## config.mk

```make
export PLATFORM = sky130hd
export DESIGN_NAME = mem_access_flat
export DESIGN_NICKNAME = d
export VERILOG_FILES = /design/src/rtl/mem_access_if.sv /design/src/rtl/mem_access.sv /design/src/flat_wrapper.sv
export SDC_FILE = /design/constraint.sdc
export NUM_CORES = 1
export LEC_CHECK = 0
export CORE_MARGIN = 3
export CORE_UTILIZATION = 46
export DETAILED_ROUTE_END_ITERATION = 8
export GPL_TIMING_DRIVEN = 0
export PLACE_DENSITY = 0.89
export SETUP_SLACK_MARGIN = 0.3
export SYNTH_ARGS = -nofsm -noshare
export SYNTH_HDL_FRONTEND = slang
export SYNTH_SLANG_ARGS = --single-unit
```

## constraint.sdc

```tcl
create_clock -name clk -period 4 [get_ports clk]
set_input_delay 0.8 -clock clk [delete_from_list [all_inputs] [get_ports clk]]
set_output_delay 0.8 -clock clk [all_outputs]
set_load 0.02 [all_outputs]
```

## src/rtl/mem_access_if.sv

```systemverilog
// Data-memory request/acknowledge bus between the MEM stage and the memory system.
interface mem_access_if;
    logic        data_req;
    logic        data_wr;
    logic [1:0]  data_size;
    logic [31:0] data_addr;
    logic [31:0] data_wdata;
    logic [3:0]  data_wstrb;
    logic        data_addr_ok;
    logic [31:0] data_rdata;
    logic        data_data_ok;

    modport master (
        output data_req, data_wr, data_size, data_addr, data_wdata, data_wstrb,
        input  data_addr_ok, data_rdata, data_data_ok
    );

    modport slave (
        input  data_req, data_wr, data_size, data_addr, data_wdata, data_wstrb,
        output data_addr_ok, data_rdata, data_data_ok
    );
endinterface

```

## src/rtl/mem_access.sv

```systemverilog
// MEM-stage controller: turns M-stage loads/stores into one bus transaction at a time,
// formats store data/strobes, extracts load data and stalls the pipeline until done.
module mem_access (
    input  logic               clk,
    input  logic               rst,
    input  logic               memenM,
    input  logic               memwriteM,
    input  logic [2:0]         memopM,
    input  logic [31:0]        aluoutM,
    input  logic [31:0]        writedataM,
    input  logic               flushM,
    input  logic               advanceM,
    output logic [31:0]        readdataM,
    output logic               stallM,
    output logic               adelM,
    output logic               adesM,
    mem_access_if.master       bus
);

    typedef enum logic [1:0] {S_IDLE, S_REQ, S_WAIT, S_HOLD} state_t;

    state_t      state_q, state_d;
    logic        discard_q, discard_d;
    logic [31:0] hold_q, hold_d;
    logic [31:0] addr_q, addr_d;
    logic [31:0] wd_q, wd_d;
    logic [2:0]  op_q, op_d;
    logic        wr_q, wr_d;

    logic        mis;
    logic        start;
    logic        use_q;
    logic [31:0] req_addr;
    logic [31:0] req_wd;
    logic [2:0]  req_op;
    logic        req_wr;
    logic [31:0] load_data;

    function automatic logic [31:0] fmt_load(input logic [2:0] op, input logic [1:0] a,
                                             input logic [31:0] rd);
        logic [7:0]  b;
        logic [15:0] h;
        b = rd[{a, 3'b000} +: 8];
        h = a[1] ? rd[31:16] : rd[15:0];
        if (op[2])
            return rd;
        else if (op[1])
            return op[0] ? {16'h0000, h} : {{16{h[15]}}, h};
        else
            return op[0] ? {24'h000000, b} : {{24{b[7]}}, b};
    endfunction

    always_ff @(posedge clk or posedge rst) begin
        if (rst) begin
            state_q   <= S_IDLE;
            discard_q <= 1'b0;
            hold_q    <= 32'h0;
            addr_q    <= 32'h0;
            wd_q      <= 32'h0;
            op_q      <= 3'b000;
            wr_q      <= 1'b0;
        end else begin
            state_q   <= state_d;
            discard_q <= discard_d;
            hold_q    <= hold_d;
            addr_q    <= addr_d;
            wd_q      <= wd_d;
            op_q      <= op_d;
            wr_q      <= wr_d;
        end
    end

    always_comb begin
        mis   = (memopM[2] && aluoutM[1:0] != 2'b00) ||
                (!memopM[2] && memopM[1] && aluoutM[0]);
        adelM = memenM & ~memwriteM & mis;
        adesM = memenM & memwriteM & mis;
        // rst gates start so outputs read idle during an asynchronous reset
        start = (state_q == S_IDLE) & memenM & ~flushM & ~mis & ~rst;

        // Once a transaction is in flight its fields come from the captured copy
        use_q    = (state_q != S_IDLE);
        req_addr = use_q ? addr_q : aluoutM;
        req_wd   = use_q ? wd_q   : writedataM;
        req_op   = use_q ? op_q   : memopM;
        req_wr   = use_q ? wr_q   : memwriteM;

        bus.data_addr = req_addr;
        bus.data_wr   = req_wr;
        if (req_op[2]) begin
            bus.data_size  = 2'd2;
            bus.data_wdata = req_wd;
            bus.data_wstrb = 4'b1111;
        end else if (req_op[1]) begin
            bus.data_size  = 2'd1;
            bus.data_wdata = {2{req_wd[15:0]}};
            bus.data_wstrb = req_addr[1] ? 4'b1100 : 4'b0011;
        end else begin
            bus.data_size  = 2'd0;
            bus.data_wdata = {4{req_wd[7:0]}};
            bus.data_wstrb = 4'b0001 << req_addr[1:0];
        end
        if (!req_wr)
            bus.data_wstrb = 4'b0000;

        load_data = wr_q ? 32'h0 : fmt_load(op_q, addr_q[1:0], bus.data_rdata);
    end

    always_comb begin
        state_d      = state_q;
        discard_d    = discard_q;
        hold_d       = hold_q;
        addr_d       = addr_q;
        wd_d         = wd_q;
        op_d         = op_q;
        wr_d         = wr_q;
        bus.data_req = 1'b0;
        stallM       = 1'b0;
        readdataM    = 32'h0;

        case (state_q)
            S_IDLE: begin
                if (start) begin
                    bus.data_req = 1'b1;
                    stallM       = 1'b1;
                    discard_d    = 1'b0;
                    addr_d       = aluoutM;
                    wd_d         = writedataM;
                    op_d         = memopM;
                    wr_d         = memwriteM;
                    state_d      = bus.data_addr_ok ? S_WAIT : S_REQ;
                end
            end
            S_REQ: begin
                bus.data_req = 1'b1;
                stallM       = 1'b1;
                if (flushM)
                    discard_d = 1'b1;
                if (bus.data_addr_ok)
                    state_d = S_WAIT;
            end
            S_WAIT: begin
                stallM = ~bus.data_data_ok | discard_q;
                if (flushM)
                    discard_d = 1'b1;
                if (bus.data_data_ok) begin
                    discard_d = 1'b0;
                    if (discard_q) begin
                        state_d = S_IDLE;
                    end else begin
                        readdataM = load_data;
                        hold_d    = load_data;
                        state_d   = (advanceM || flushM) ? S_IDLE : S_HOLD;
                    end
                end
            end
            S_HOLD: begin
                readdataM = hold_q;
                if (advanceM || flushM)
                    state_d = S_IDLE;
            end
            default: state_d = S_IDLE;
        endcase
    end

endmodule

```

## src/flat_wrapper.sv

```systemverilog
// flat-port wrapper written by rule: the top's interface ports become plain ports
module mem_access_flat 
  (clk, rst, memenM, memwriteM, memopM, aluoutM, writedataM, flushM, advanceM, readdataM, stallM, adelM, adesM, bus_data_req, bus_data_wr, bus_data_size, bus_data_addr, bus_data_wdata, bus_data_wstrb, bus_data_addr_ok, bus_data_rdata, bus_data_data_ok);
  mem_access_if bus_i ();
  input  logic clk;
  input  logic rst;
  input  logic memenM;
  input  logic memwriteM;
  input  logic [2:0] memopM;
  input  logic [31:0] aluoutM;
  input  logic [31:0] writedataM;
  input  logic flushM;
  input  logic advanceM;
  output logic [31:0] readdataM;
  output logic stallM;
  output logic adelM;
  output logic adesM;
  output wire logic [$bits(bus_i.data_req)-1:0] bus_data_req;
  output wire logic [$bits(bus_i.data_wr)-1:0] bus_data_wr;
  output wire logic [$bits(bus_i.data_size)-1:0] bus_data_size;
  output wire logic [$bits(bus_i.data_addr)-1:0] bus_data_addr;
  output wire logic [$bits(bus_i.data_wdata)-1:0] bus_data_wdata;
  output wire logic [$bits(bus_i.data_wstrb)-1:0] bus_data_wstrb;
  input wire logic [$bits(bus_i.data_addr_ok)-1:0] bus_data_addr_ok;
  input wire logic [$bits(bus_i.data_rdata)-1:0] bus_data_rdata;
  input wire logic [$bits(bus_i.data_data_ok)-1:0] bus_data_data_ok;
  assign bus_data_req = bus_i.data_req;
  assign bus_data_wr = bus_i.data_wr;
  assign bus_data_size = bus_i.data_size;
  assign bus_data_addr = bus_i.data_addr;
  assign bus_data_wdata = bus_i.data_wdata;
  assign bus_data_wstrb = bus_i.data_wstrb;
  assign bus_i.data_addr_ok = bus_data_addr_ok;
  assign bus_i.data_rdata = bus_data_rdata;
  assign bus_i.data_data_ok = bus_data_data_ok;
  mem_access u_core (.clk(clk), .rst(rst), .memenM(memenM), .memwriteM(memwriteM), .memopM(memopM), .aluoutM(aluoutM), .writedataM(writedataM), .flushM(flushM), .advanceM(advanceM), .readdataM(readdataM), .stallM(stallM), .adelM(adelM), .adesM(adesM), .bus(bus_i));
endmodule
```

* Yosys cells after proc, flatten, opt, wreduce, memory -nomap -nowiden
Index checks and enable logic that the tools add are counted.
** Word-level totals
- Register bits :: 103
- Bits of input ports :: 107
- Output and inout bits :: 107
** Operators by class
- Equal/unequal tests :: 7
- Shifts and indexed selects :: 2
- Multiplexer cells :: 36
- Bitwise gates (word level) :: 15
- Reduce and logical (&&, ||, !) cells :: 14
** Operators with widths (number)
- 2-to-1 mux 32 bit :: 11
- one-hot mux 32 bit (2 select lines) :: 1
- variable part select 32 x 6 -> 8 bit :: 1
- 2-to-1 mux 16 bit :: 1
- 2-to-1 mux 2 bit :: 8
- 2-to-1 mux 4 bit :: 4
- bitwise AND 1 bit :: 8
- one-hot mux 2 bit (4 select lines) :: 1
- 2-to-1 mux 1 bit :: 6
- inverter 1 bit :: 6
- one-hot mux 1 bit (3 select lines) :: 2
- equality test 2 bit, second input constant :: 2
- inequality test 2 x 1 -> 1 bit, second input constant :: 2
- inequality test 2 bit, second input constant :: 2
- AND reduction 2 bit :: 2
- AND reduction 4 bit :: 1
- nonzero test 2 bit :: 2
- << shifter 1 x 2 -> 4 bit, first input constant :: 1
- logical AND 1 bit :: 3
- 2-to-1 mux 3 bit :: 1
- AND reduction 3 bit :: 1
- nonzero test 3 bit :: 1
- equality test 2 x 1 -> 1 bit, second input constant :: 1
- zero test 2 bit :: 1
- other kinds (4) :: 5

* Depth between registers and ports, before layout
Gate-level depths: netlist of the first run.
- Depth after elaboration :: 9
- Gate-level depth with buffers :: 9
- Gate-level depth less buffers :: 7

* Least setup slack after synthesis of the first run
No wires, ideal clock.
- Path type :: register to output
- Start point :: reg u_core.state_q[0]
- End point :: out bus_data_wdata[28]
- Arrival :: 1.966 ns
- Data required time :: 3.200 ns
- Path slack :: 1.234 ns
- Cell stages (with the launch flop) :: 8
- Path buffers :: 2
- Cell sequence :: dfrtp_1 inv_1 ha_1 buf_4 buf_2 mux2_2 o211ai_1 o21ai_0
** On the way
- Cells in the longest elaborated chain, start to end :: 4
- Elaborated cells between the ends (all ways) :: 5
- Classes of those cells :: mux (4); reduce/logical (1)
** Ends and longest elaborated chain
- start: declaration :: RTL line mem_access.sv:22 : state_t state_q, state_d;
- start signal: assignment :: RTL line mem_access.sv:63 : state_q <= state_d;
- nonzero test 2 bit * :: RTL line mem_access.sv:82 : use_q = (state_q != S_IDLE);
- 2-to-1 mux 32 bit or 2-to-1 mux 3 bit (tied branches) :: RTL line mem_access.sv:84, mem_access.sv:85
- 2-to-1 mux 32 bit :: RTL line mem_access.sv:94 : end else if (req_op[1]) begin
- 2-to-1 mux 32 bit * :: RTL line mem_access.sv:90 : if (req_op[2]) begin
- end: declaration :: RTL line flat_wrapper.sv:22 : output wire logic [$bits(bus_i.data_wdata)-1:0] bus_data_wdata;
Mark *: on every way between the ends. The rest lies on a longest branch, timed or not.

* Final worst setup path of the first run
- Start point :: in memenM
- End point :: out bus_data_req
** On the way
- Cells in the longest elaborated chain, start to end :: 6
** Ends and longest elaborated chain
- start: declaration :: RTL line flat_wrapper.sv:7 : input logic memenM;
- bitwise AND 1 bit (4 in series) :: RTL line mem_access.sv:79 : start = (state_q == S_IDLE) & memenM & ~flushM & ~mis & ~rst;
- 2-to-1 mux 1 bit :: RTL line mem_access.sv:123 : if (start) begin
- one-hot mux 1 bit (2 select lines) :: RTL line mem_access.sv:121 : case (state_q)
- end: declaration :: RTL line flat_wrapper.sv:18 : output wire logic [$bits(bus_i.data_req)-1:0] bus_data_req;
No other way between the ends.

==> results of run 1 <==
[cell usage in the layout (no fill, tap or decap), types with 6 or more instances in the layout]
master	n
o22ai_1	16
clkbuf_1	9
o21ai_0	20
inv_1	9
nor2_1	17
a21o_1	13
mux2_2	108
dlymetal6s2s_1	32
a221o_1	33
clkbuf_16	9
a21oi_1	15
nand2_1	56
nor2b_1	6
clkdlybuf4s50_1	141
o211ai_1	14
buf_4	11
nand3_1	9
dlygate4sd2_1	39
mux2i_1	21
clkbuf_2	8
buf_6	9
a22oi_1	6
buf_2	14
dfrtp_1	103
[synth_stat cells, types with 4 or more instances]
library cell  instances
o221ai_1              5
nand2_1              56
nand3_1               9
nor2b_1               6
mux2_2              108
a21o_1               13
a221o_1              33
nor2_1               17
ha_1                  5
buf_2                18
mux2i_1              25
o211ai_1             14
clkbuf_1             18
a21oi_1              15
o22ai_1              16
dfrtp_1             103
buf_6                 9
a22oi_1               6
inv_1                10
mux2_1                4
o21ai_0              20
[cells by family (layout without fill, tap and decap cells)]
logic type               Yosys count  in the layout  share of synthesized area (%)
adder cells (fa/ha/maj)            5              5                          1.044
flip-flops                       103            103                          43.02
buffers and inverters             58            292                          5.262
AND/OR/NAND/NOR                  108            108                          8.499
AO/OA/AOI/OAI                    135            135                          16.58
other                              0              1                              0
multiplexers                     138            138                          25.60
[area by class of cell]
cell class / instances / area [µm²] / area share (%)
Sequential cell: 103 / 2577 / 29.08
Inverter: 11 / 47.55 / 0.5365
Antenna cell: 1 / 2.502 / 0.02824
Timing Repair Buffer: 218 / 2216 / 25.00
Multi-Input combinational cell: 386 / 3152 / 35.56
Clock inverter: 7 / 126.4 / 1.426
Buffer: 47 / 300.3 / 3.388
Tap cell: 172 / 215.2 / 2.428
Clock buffer: 9 / 225.2 / 2.541
[report_power, final]
part	switching (mW)	total, mW	leakage (nW)	internal (mW)
Clock	0.429	1.05	0.169	0.622
Sequential	0.289	1.80	1.29	1.51
Combinational	2.54	4.68	2.97	2.14
[flip-flops by register name, summed over array words and instances, names as in the netlist]
register / flops
u_core.op_q: 3
u_core.state_q: 2
u_core.wr_q: 1
u_core.addr_q: 32
u_core.wd_q: 32
u_core.discard_q: 1
u_core.hold_q: 32
[tightest hold or removal path, cell delays in order, from the launching register on]
cell and delay (ns):
dfrtp_1 0.35, nand2_1 0.05, nand2_1 0.05
[metal layers]
metal  GRT usage [%]  vias to the layer above  wire (µm)
met5               0                        -          0
met4           8.661                        0        445
met3           8.058                       35       1661
met2           49.91                      262      10560
met1           34.28                     2872       8163
li1                -                     2508          -
[how the worst min path moves through the flow]
stage / start / to / slack [ns] / cells after the start
2_1_floorplan: u_core.hold_q[8] / u_core.hold_q[8] / 0.44 / 2
3_5_place_dp: u_core.hold_q[8] / u_core.hold_q[8] / 0.46 / 2
6_report: u_core.hold_q[8] / u_core.hold_q[8] / 0.48 / 2
5_1_grt: u_core.hold_q[8] / u_core.hold_q[8] / 0.51 / 2
4_1_cts: u_core.hold_q[8] / u_core.hold_q[8] / 0.48 / 2
3_3_place_gp: u_core.hold_q[8] / u_core.hold_q[8] / 0.45 / 2
[timing repair]
| item | 4_1_cts | 5_1_grt |
|---|---|---|
| pin swaps | 7 | 0 |
| setup buffers | 4 | 0 |
| endpoints found under the hold margin | 0 | 0 |
| resized for setup | 57 | 54 |
| endpoints found under the setup margin | 91 | 50 |
| hold buffers | 0 | 0 |
==> results.yml, run 1 <==
pwr:
  power.total_mw: 7.534
  leakage_nw: 4.425
  ir_worst_vdd_uv: 630.6
  cellPowerDensity_mw_per_mm2: 850.1
synthesis:
  synthFlopType: "dfrtp_1"
  ys_top_cells_by_area: "dfrtp_1 (43%), mux2_2 (20%), a221o_1 (5.5%)"
  synth.distinct_cells: 45
  synth_nets: 659
  syn_area_per_cell_um2: 10.95
  synth_edf_count: 0
  ys_async_sr_fraction_pct: 100.0
  ys_ff_latch: 103
  synth_top_area_cell: "dfrtp_1"
  ys_seq_area_share_pct: 43.02
  ys.warnings.count: 0
  synth.top_cell.area_share_pct: 43.02
  netlist_area_mm2: 0.005992
  postSynthCellCount: 547
route:
  vias: 5677
  drtPass1Iterations: 7
  drt_wl_total_um: 20830
  drt_iter0_drc: 494
  ant_nets: 0
  drc: 0
  wl_per_cell_um: 21.84
  vias_per_cell: 5.951
cells_and_area:
  fillers: 932
  drive_gt1_share_pct: 23.30
  areaGrowthSynthToFinish_pct: 47.90
  fin_cells: 954
  nNetsFinal: 888
  fin_util_pct: 69.94
  design_area_mm2: 0.008862
placed_design:
  place_worst_setup_slack_ns: 0.04650
  dpl.hpwl_um: 15670
  portBuffers: 213
  place_congestion: 0.8701
  placed_area_mm2: 0.008369
  placedCellCount: 933
timing:
  whs_ns: 0.4768
  slew-limit-headroom_pct: 51.11
  finalCriticalPeriod_ns: 3.601
  worst_pin_slew_ns: 0.7334
  hold_viol_final: 0
  setup_ws_ns: 0.3990
  tns_ns: 0
  final.period_utilization_pct: 90.03
  clock.fmax_mhz: 277.7
  fin_skew_ns: 0.006018
  slew_viol_final: 0
  finalSetupViolations: 0
  rsz0062_at_grt: "true"
clocking:
  numCtsBuffers: 9
  cts_tree: "done"
  root_buffer: "clkbuf_16"
  clkTransAtPathRegs_ns: 0.07
  clock_latency_ns: 0.35
  cts_buffer_depth: 2
  cts.sinks: 103
  htreeDepth: 3
global_route:
  grt_overflow: 0
  antenna_found_initial: 1
  grt_pass1_wl_um: 32560
  grt_pass1_vias: 6102
  grt_max_degree: 55
  grt_usage_pct: 28.60
status:
  status: "finished clean"
critical_path:
  crit_slowest_cell: "clkdlybuf4s50_1"
  r2r_end: "u_core.hold_q[18]"
  crit_family: "buffers and inverters"
  rr_worst_depth: 7
  crit_type: "in2out"
  cp_max_fo: 10
  crit_top_cell: "clkdlybuf4s50_1"
  crit_required_ns: 3.20
  startpoint_type: "input port"
  arrival_ns: 2.80
  endpoint: "bus_data_req"
  worstSetupPathDepth: 6
  crit_chain: "clkdlybuf4s50_1 -> nor3b_1 -> nand4_1 -> buf_2 -> nand2_1 -> clkdlybuf4s50_1"
  max_stage_delay_ns: 0.62
  critPathBufInv: 3
  crit_start: "memenM"
  r2r_start: "u_core.state_q[0]"
  cp-end-kind: "output pin"
  r2r_slack_ns: 1.82
floorplan:
  io_pins: 214
  die_w_um: 120.1
  fp.coreArea_mm2: 0.01267
  die_y_um: 120.1
  rows: 41
  start_util_pct: 47.29
  die-area_mm2: 0.01443
flow_run:
  drv_cap: 0
worst_hold_path:
  min_path_type: "reg2reg"
(Power assumes the default switching activity.)
==> run 2, diff against run 1 <==
--- a/config.mk
+++ b/config.mk
@@ -6,10 +6,10 @@
 export NUM_CORES = 1
 export LEC_CHECK = 0
 export CORE_MARGIN = 3
-export CORE_UTILIZATION = 46
+export CORE_UTILIZATION = 41
 export DETAILED_ROUTE_END_ITERATION = 8
 export GPL_TIMING_DRIVEN = 0
-export PLACE_DENSITY = 0.89
+export PLACE_DENSITY = 0.84
 export SETUP_SLACK_MARGIN = 0.3
 export SYNTH_ARGS = -nofsm -noshare
 export SYNTH_HDL_FRONTEND = slang
==> constraint.sdc (replaced) <==
create_clock -name clk -period 3.1 [get_ports clk]
set_input_delay 0.62 -clock clk [delete_from_list [all_inputs] [get_ports clk]]
set_output_delay 0.62 -clock clk [all_outputs]
set_load 0.02 [all_outputs]
==> results.yml, run 2 (synthesis results as in run 1) <==
status:
  status: "finished clean"
timing:
  clock.fmax_mhz: 337.5
  final.period_utilization_pct: 95.58
  whs_ns: 0.4818
  fin_skew_ns: 0.007782
  slew-limit-headroom_pct: 53.96
  rsz0062_at_grt: "true"
  hold_viol_final: 0
  worst_pin_slew_ns: 0.6892
  setup_ws_ns: 0.1372
  tns_ns: 0
  finalSetupViolations: 0
  finalCriticalPeriod_ns: 2.963
  slew_viol_final: 0
route:
  ant_nets: 0
  drc: 0
  vias_per_cell: 5.739
  drt_iter0_drc: 345
  vias: 5773
  drtPass1Iterations: 5
  wl_per_cell_um: 21.64
  drt_wl_total_um: 21770
critical_path:
  crit_type: "reg2out"
  r2r_start: "u_core.state_q[0]"
  arrival_ns: 2.34
  crit_start: "u_core.state_q[1]"
  cp_max_fo: 10
  startpoint_type: "flop"
  crit_required_ns: 2.48
  cp-end-kind: "output pin"
cells_and_area:
  final_common_cell: "dfrtp_1"
  nNetsFinal: 932
  fillers: 1026
  reg.largest.list: "u_core.addr_q: 32 flops, u_core.hold_q: 32 flops, u_core.wd_q: 32 flops"
  design_area_mm2: 0.009542
  drive_gt1_share_pct: 43.76
  layout_common_cells: "dfrtp_1 (103), clkdlybuf4s50_1 (100), mux2_2 (99), nand2_1 (52), buf_4 (52)"
  areaGrowthSynthToFinish_pct: 59.24
global_route:
  grt_pass1_vias: 5877
  grt_max_degree: 42
  grt_pass1_wl_um: 32040
  grt_busiest_layer: "met2"
  met2_usage_pct: 42.81
  met1_usage_pct: 30.47
  antenna_found_initial: 1
  grt_usage_pct: 25.17
  grt_overflow: 0
  grt_use_met3_pct: 7.958
clocking:
  cts.sinks: 103
  cts_tree: "done"
  clkTransAtPathRegs_ns: 0.08
  clock_latency_ns: 0.36
  root_buffer: "clkbuf_16"
  numCtsBuffers: 9
  cts_buffer_depth: 2
  htreeDepth: 3
  cts.hold.buffers_added: 0
floorplan:
  die_y_um: 126.9
  die_w_um: 126.9
  fp.coreArea_mm2: 0.01410
  rows: 43
  io_pins: 214
  start_util_pct: 42.51
  die-area_mm2: 0.01610
worst_hold_path:
  holdCritStartpoint: "u_core.hold_q[10]"
  min_path_type: "reg2reg"
pwr:
  leakage_nw: 4.453
  cellPowerDensity_mw_per_mm2: 1138
  ir_worst_vdd_uv: 822.1
placed_design:
  dpl.hpwl_um: 15010
  place_worst_setup_slack_ns: -0.5907
  portBuffers: 213
  place_congestion: 0.8595
  placed_area_mm2: 0.008393
flow_run:
  drv_cap: 0
-- run 2: cell count changes in the layout (fill, tap and decap cells not counted), sizes merged --
| cell | change |
|---|---|
| clkdlybuf4s50 | -41 |
| clkdlybuf4s15 | +6 |
| bufinv | -3 |
| clkinv | +3 |
| dlygate4sd2 | -16 |
| dlymetal6s2s | -32 |
| buf | +111 |
| clkbuf | +16 |
| clkinvlp | -1 |
| inv | +1 |
-- run 2: timing repair --
action                     4_1_cts  5_1_grt
resized for setup              449      177
setup endpoints to repair      107       95
cloned                           1        3
hold endpoints to repair         0        0
buffers inserted                25       18
pin swaps                       14       24
-- run 2: area by class of cell --
| class | instances | area (µm²) | area share (%) |
|---|---|---|---|
| clock inverter | 7 | 62.56 | 0.6557 |
| inverter | 11 | 47.55 | 0.4983 |
| buffer | 47 | 462.9 | 4.852 |
| antenna | 1 | 2.502 | 0.02623 |
| tap | 180 | 225.2 | 2.360 |
| multi-input combinational | 386 | 3547 | 37.18 |
| timing repair buffer | 262 | 2391 | 25.06 |
| clock buffer | 9 | 225.2 | 2.360 |
| sequential | 103 | 2577 | 27.01 |
-- run 2: where the power goes --
part / leakage [nW] / internal, mW / switching [mW]
Sequential: 1.29 / 1.95 / 0.396
Clock: 0.144 / 0.565 / 0.573
Combinational: 3.02 / 3.53 / 3.84
Total: 4.45 / 6.05 / 4.81
-- run 2: worst paths after layout --
path	end	slack [ns]	cells after the start
min reg2reg	u_core.hold_q[10]	0.48	1
max in group asynchronous	u_core.hold_q[29]	1.41	4
max reg2reg	u_core.hold_q[19]	1.07	8
max	bus_data_wdata[28]	0.14	8
min in group asynchronous	u_core.addr_q[21]	0.79	2
min	u_core.hold_q[10]	0.48	1
-- run 2: layer usage --
layer  up-vias  part of all wire [%]
met5         -                     0
met4         0                   2.4
met3        41                   9.5
met2       314                    49
met1      2823                    39
li1       2595                     -
-- run 2: per-stage QoR --
stage / cells / power (mW) / utilization (%)
floorplan: 547 / 5.851 / -
global placement: 940 / 8.288 / 59.26
detailed placement: 942 / 8.394 / 59.54
CTS: 984 / 9.768 / 64.11
global route: 1006 / 11.38 / 67.69
finish: 1006 / 10.86 / 67.69
-- run 2: critical path: stages (launching register included) --
cell      delay, ns
dfrtp_1        0.44
inv_2          0.11
ha_4           0.18
buf_12         0.12
mux2_4         0.33
clkbuf_4       0.20
o211ai_1       0.26
o21ai_1        0.16
buf_4          0.19
==> run 3, diff against run 2 <==
--- a/config.mk
+++ b/config.mk
@@ -5,8 +5,10 @@
 export SDC_FILE = /design/constraint.sdc
 export NUM_CORES = 1
 export LEC_CHECK = 0
+export CELL_PAD_IN_SITES_DETAIL_PLACEMENT = 1
+export CELL_PAD_IN_SITES_GLOBAL_PLACEMENT = 2
 export CORE_MARGIN = 3
-export CORE_UTILIZATION = 41
+export CORE_UTILIZATION = 25
 export DETAILED_ROUTE_END_ITERATION = 8
 export GPL_TIMING_DRIVEN = 0
 export PLACE_DENSITY = 0.84
==> results.yml, run 3 (synthesis results as in run 1) <==
cells_and_area:
  final_common_cell: "dfrtp_1"
  antenna_cells: 0
  fin_util_pct: 42.32
  fillers: 2635
  areaGrowthSynthToFinish_pct: 66.26
  drive_gt1_share_pct: 45.50
  nNetsFinal: 962
  layout_common_cells: "dfrtp_1 (103), mux2_2 (101), clkdlybuf4s50_1 (101), buf_4 (87), nand2_1 (51)"
  reg.largest.list: "u_core.addr_q: 32 flops, u_core.hold_q: 32 flops, u_core.wd_q: 32 flops"
timing:
  finalCriticalPeriod_ns: 2.918
  fin_skew_ns: 0.005374
  rsz0062_at_grt: "true"
  hold_viol_final: 0
  whs_ns: 0.4835
  slew_viol_final: 0
  tns_ns: 0
  finalSetupViolations: 0
  clock.fmax_mhz: 342.7
  final.period_utilization_pct: 94.13
  slew-limit-headroom_pct: 60.19
  worst_pin_slew_ns: 0.5958
clocking:
  clock_latency_ns: 0.36
  clkTransAtPathRegs_ns: 0.08
  numCtsBuffers: 9
  cts_buffer_depth: 2
  cts.hold.buffers_added: 0
  root_buffer: "clkbuf_16"
  cts.sinks: 103
  htreeDepth: 3
  cts_tree: "done"
critical_path:
  cp-end-kind: "output pin"
  crit_required_ns: 2.48
  crit_top_cell: "buf_12"
  critPathBufInv: 5
  crit_slowest_cell: "dfrtp_1"
  crit_family: "buffers and inverters"
  crit_chain: "inv_2 -> ha_4 -> buf_12 -> buf_12 -> buf_6 -> mux2_4 -> o211ai_1 -> o21ai_1 -> buf_4"
  crit_type: "reg2out"
  cp_max_fo: 6
  startpoint_type: "flop"
  max_stage_delay_ns: 0.40
  arrival_ns: 2.30
floorplan:
  die-area_mm2: 0.02586
  io_pins: 214
  start_util_pct: 25.45
  die_y_um: 160.8
  fp.coreArea_mm2: 0.02354
  die_w_um: 160.8
  rows: 56
route:
  vias: 5793
  vias_per_cell: 4.934
  drc: 0
  ant_nets: 0
  drt_iter0_drc: 281
  wl_per_cell_um: 20.77
  drtPass1Iterations: 5
  drt_wl_total_um: 24380
pwr:
  cellPowerDensity_mw_per_mm2: 1111
  ir_worst_vdd_uv: 879.0
  leakage_nw: 4.599
global_route:
  met1_usage_pct: 22.58
  grt_pass1_vias: 6279
  grt_pass1_wl_um: 36840
  grt_usage_pct: 18.19
  grt_use_met3_pct: 6.190
  met2_usage_pct: 30.85
  grt_busiest_layer: "met2"
  antenna_found_initial: 1
  grt_max_degree: 39
  grt_overflow: 0
flow_run:
  drv_cap: 0
placed_design:
  portBuffers: 213
  dpl.hpwl_um: 17200
  place_congestion: 0.8169
status:
  status: "finished clean"
worst_hold_path:
  min_path_type: "reg2reg"
-- run 3: report_power, final --
part,switching (mW),internal (mW)
Clock,0.616,0.649
Combinational,3.84,3.65
Sequential,0.360,1.95
Total,4.82,6.25
-- run 3: area by class of cell --
cell class | instances | area [µm²] | share of cell area, %
clock buffers | 9 | 225.2 | 2.261
inverters | 11 | 46.29 | 0.4647
multi-input cells | 386 | 3506 | 35.19
repair buffers | 292 | 2646 | 26.56
plain buffers | 47 | 475.5 | 4.773
well taps | 319 | 399.1 | 4.007
flip-flops and latches | 103 | 2577 | 25.87
clock inverters | 7 | 86.33 | 0.8666
-- run 3: worst paths after layout --
path	to	slack [ns]	startpoint	depth (start not counted)
worst max-delay path	bus_data_wdata[27]	0.18	u_core.state_q[1]	9
min in group asynchronous	u_core.addr_q[30]	0.74	rst	2
worst min-delay path	u_core.hold_q[8]	0.48	u_core.hold_q[8]	2
max in group asynchronous	u_core.hold_q[0]	1.54	rst	4
worst max register to register	u_core.hold_q[11]	0.21	u_core.state_q[1]	18
worst min register to register	u_core.hold_q[8]	0.48	u_core.hold_q[8]	2
-- run 3: repair_timing --
item	4_1_cts	5_1_grt
buffers inserted	47	27
endpoints found under the hold margin	0	0
pin swaps	25	20
gates cloned	1	1
endpoints found under the setup margin	107	95
gates resized for setup	545	103
-- run 3: worst min-delay path, stage by stage (launching register included) --
cell and delay, ns:
dfrtp_1 0.35, nand2_1 0.05, nand2_1 0.05
-- run 3: metrics by stage --
| stage | worst slack (ns) | instances | cell area [µm²] | total power, mW |
|---|---|---|---|---|
| floorplan | 0.5139 | 547 | 5996 | 5.851 |
| global placement | -0.6625 | 1079 | 8527 | 8.429 |
| detailed placement | -0.6357 | 1082 | 8587 | 8.508 |
| CTS | 0.1137 | 1146 | 9585 | 10.41 |
| global route | 0.06442 | 1174 | 9962 | 11.73 |
| finish | 0.1819 | 1174 | 9962 | 11.07 |
-- run 3: routing by layer --
metal  share of wire [%]  wire length, µm
met1                  41            10090
met2                  49            11980
met3                 8.0             1959
met4                 1.4              335
met5               0.049               12
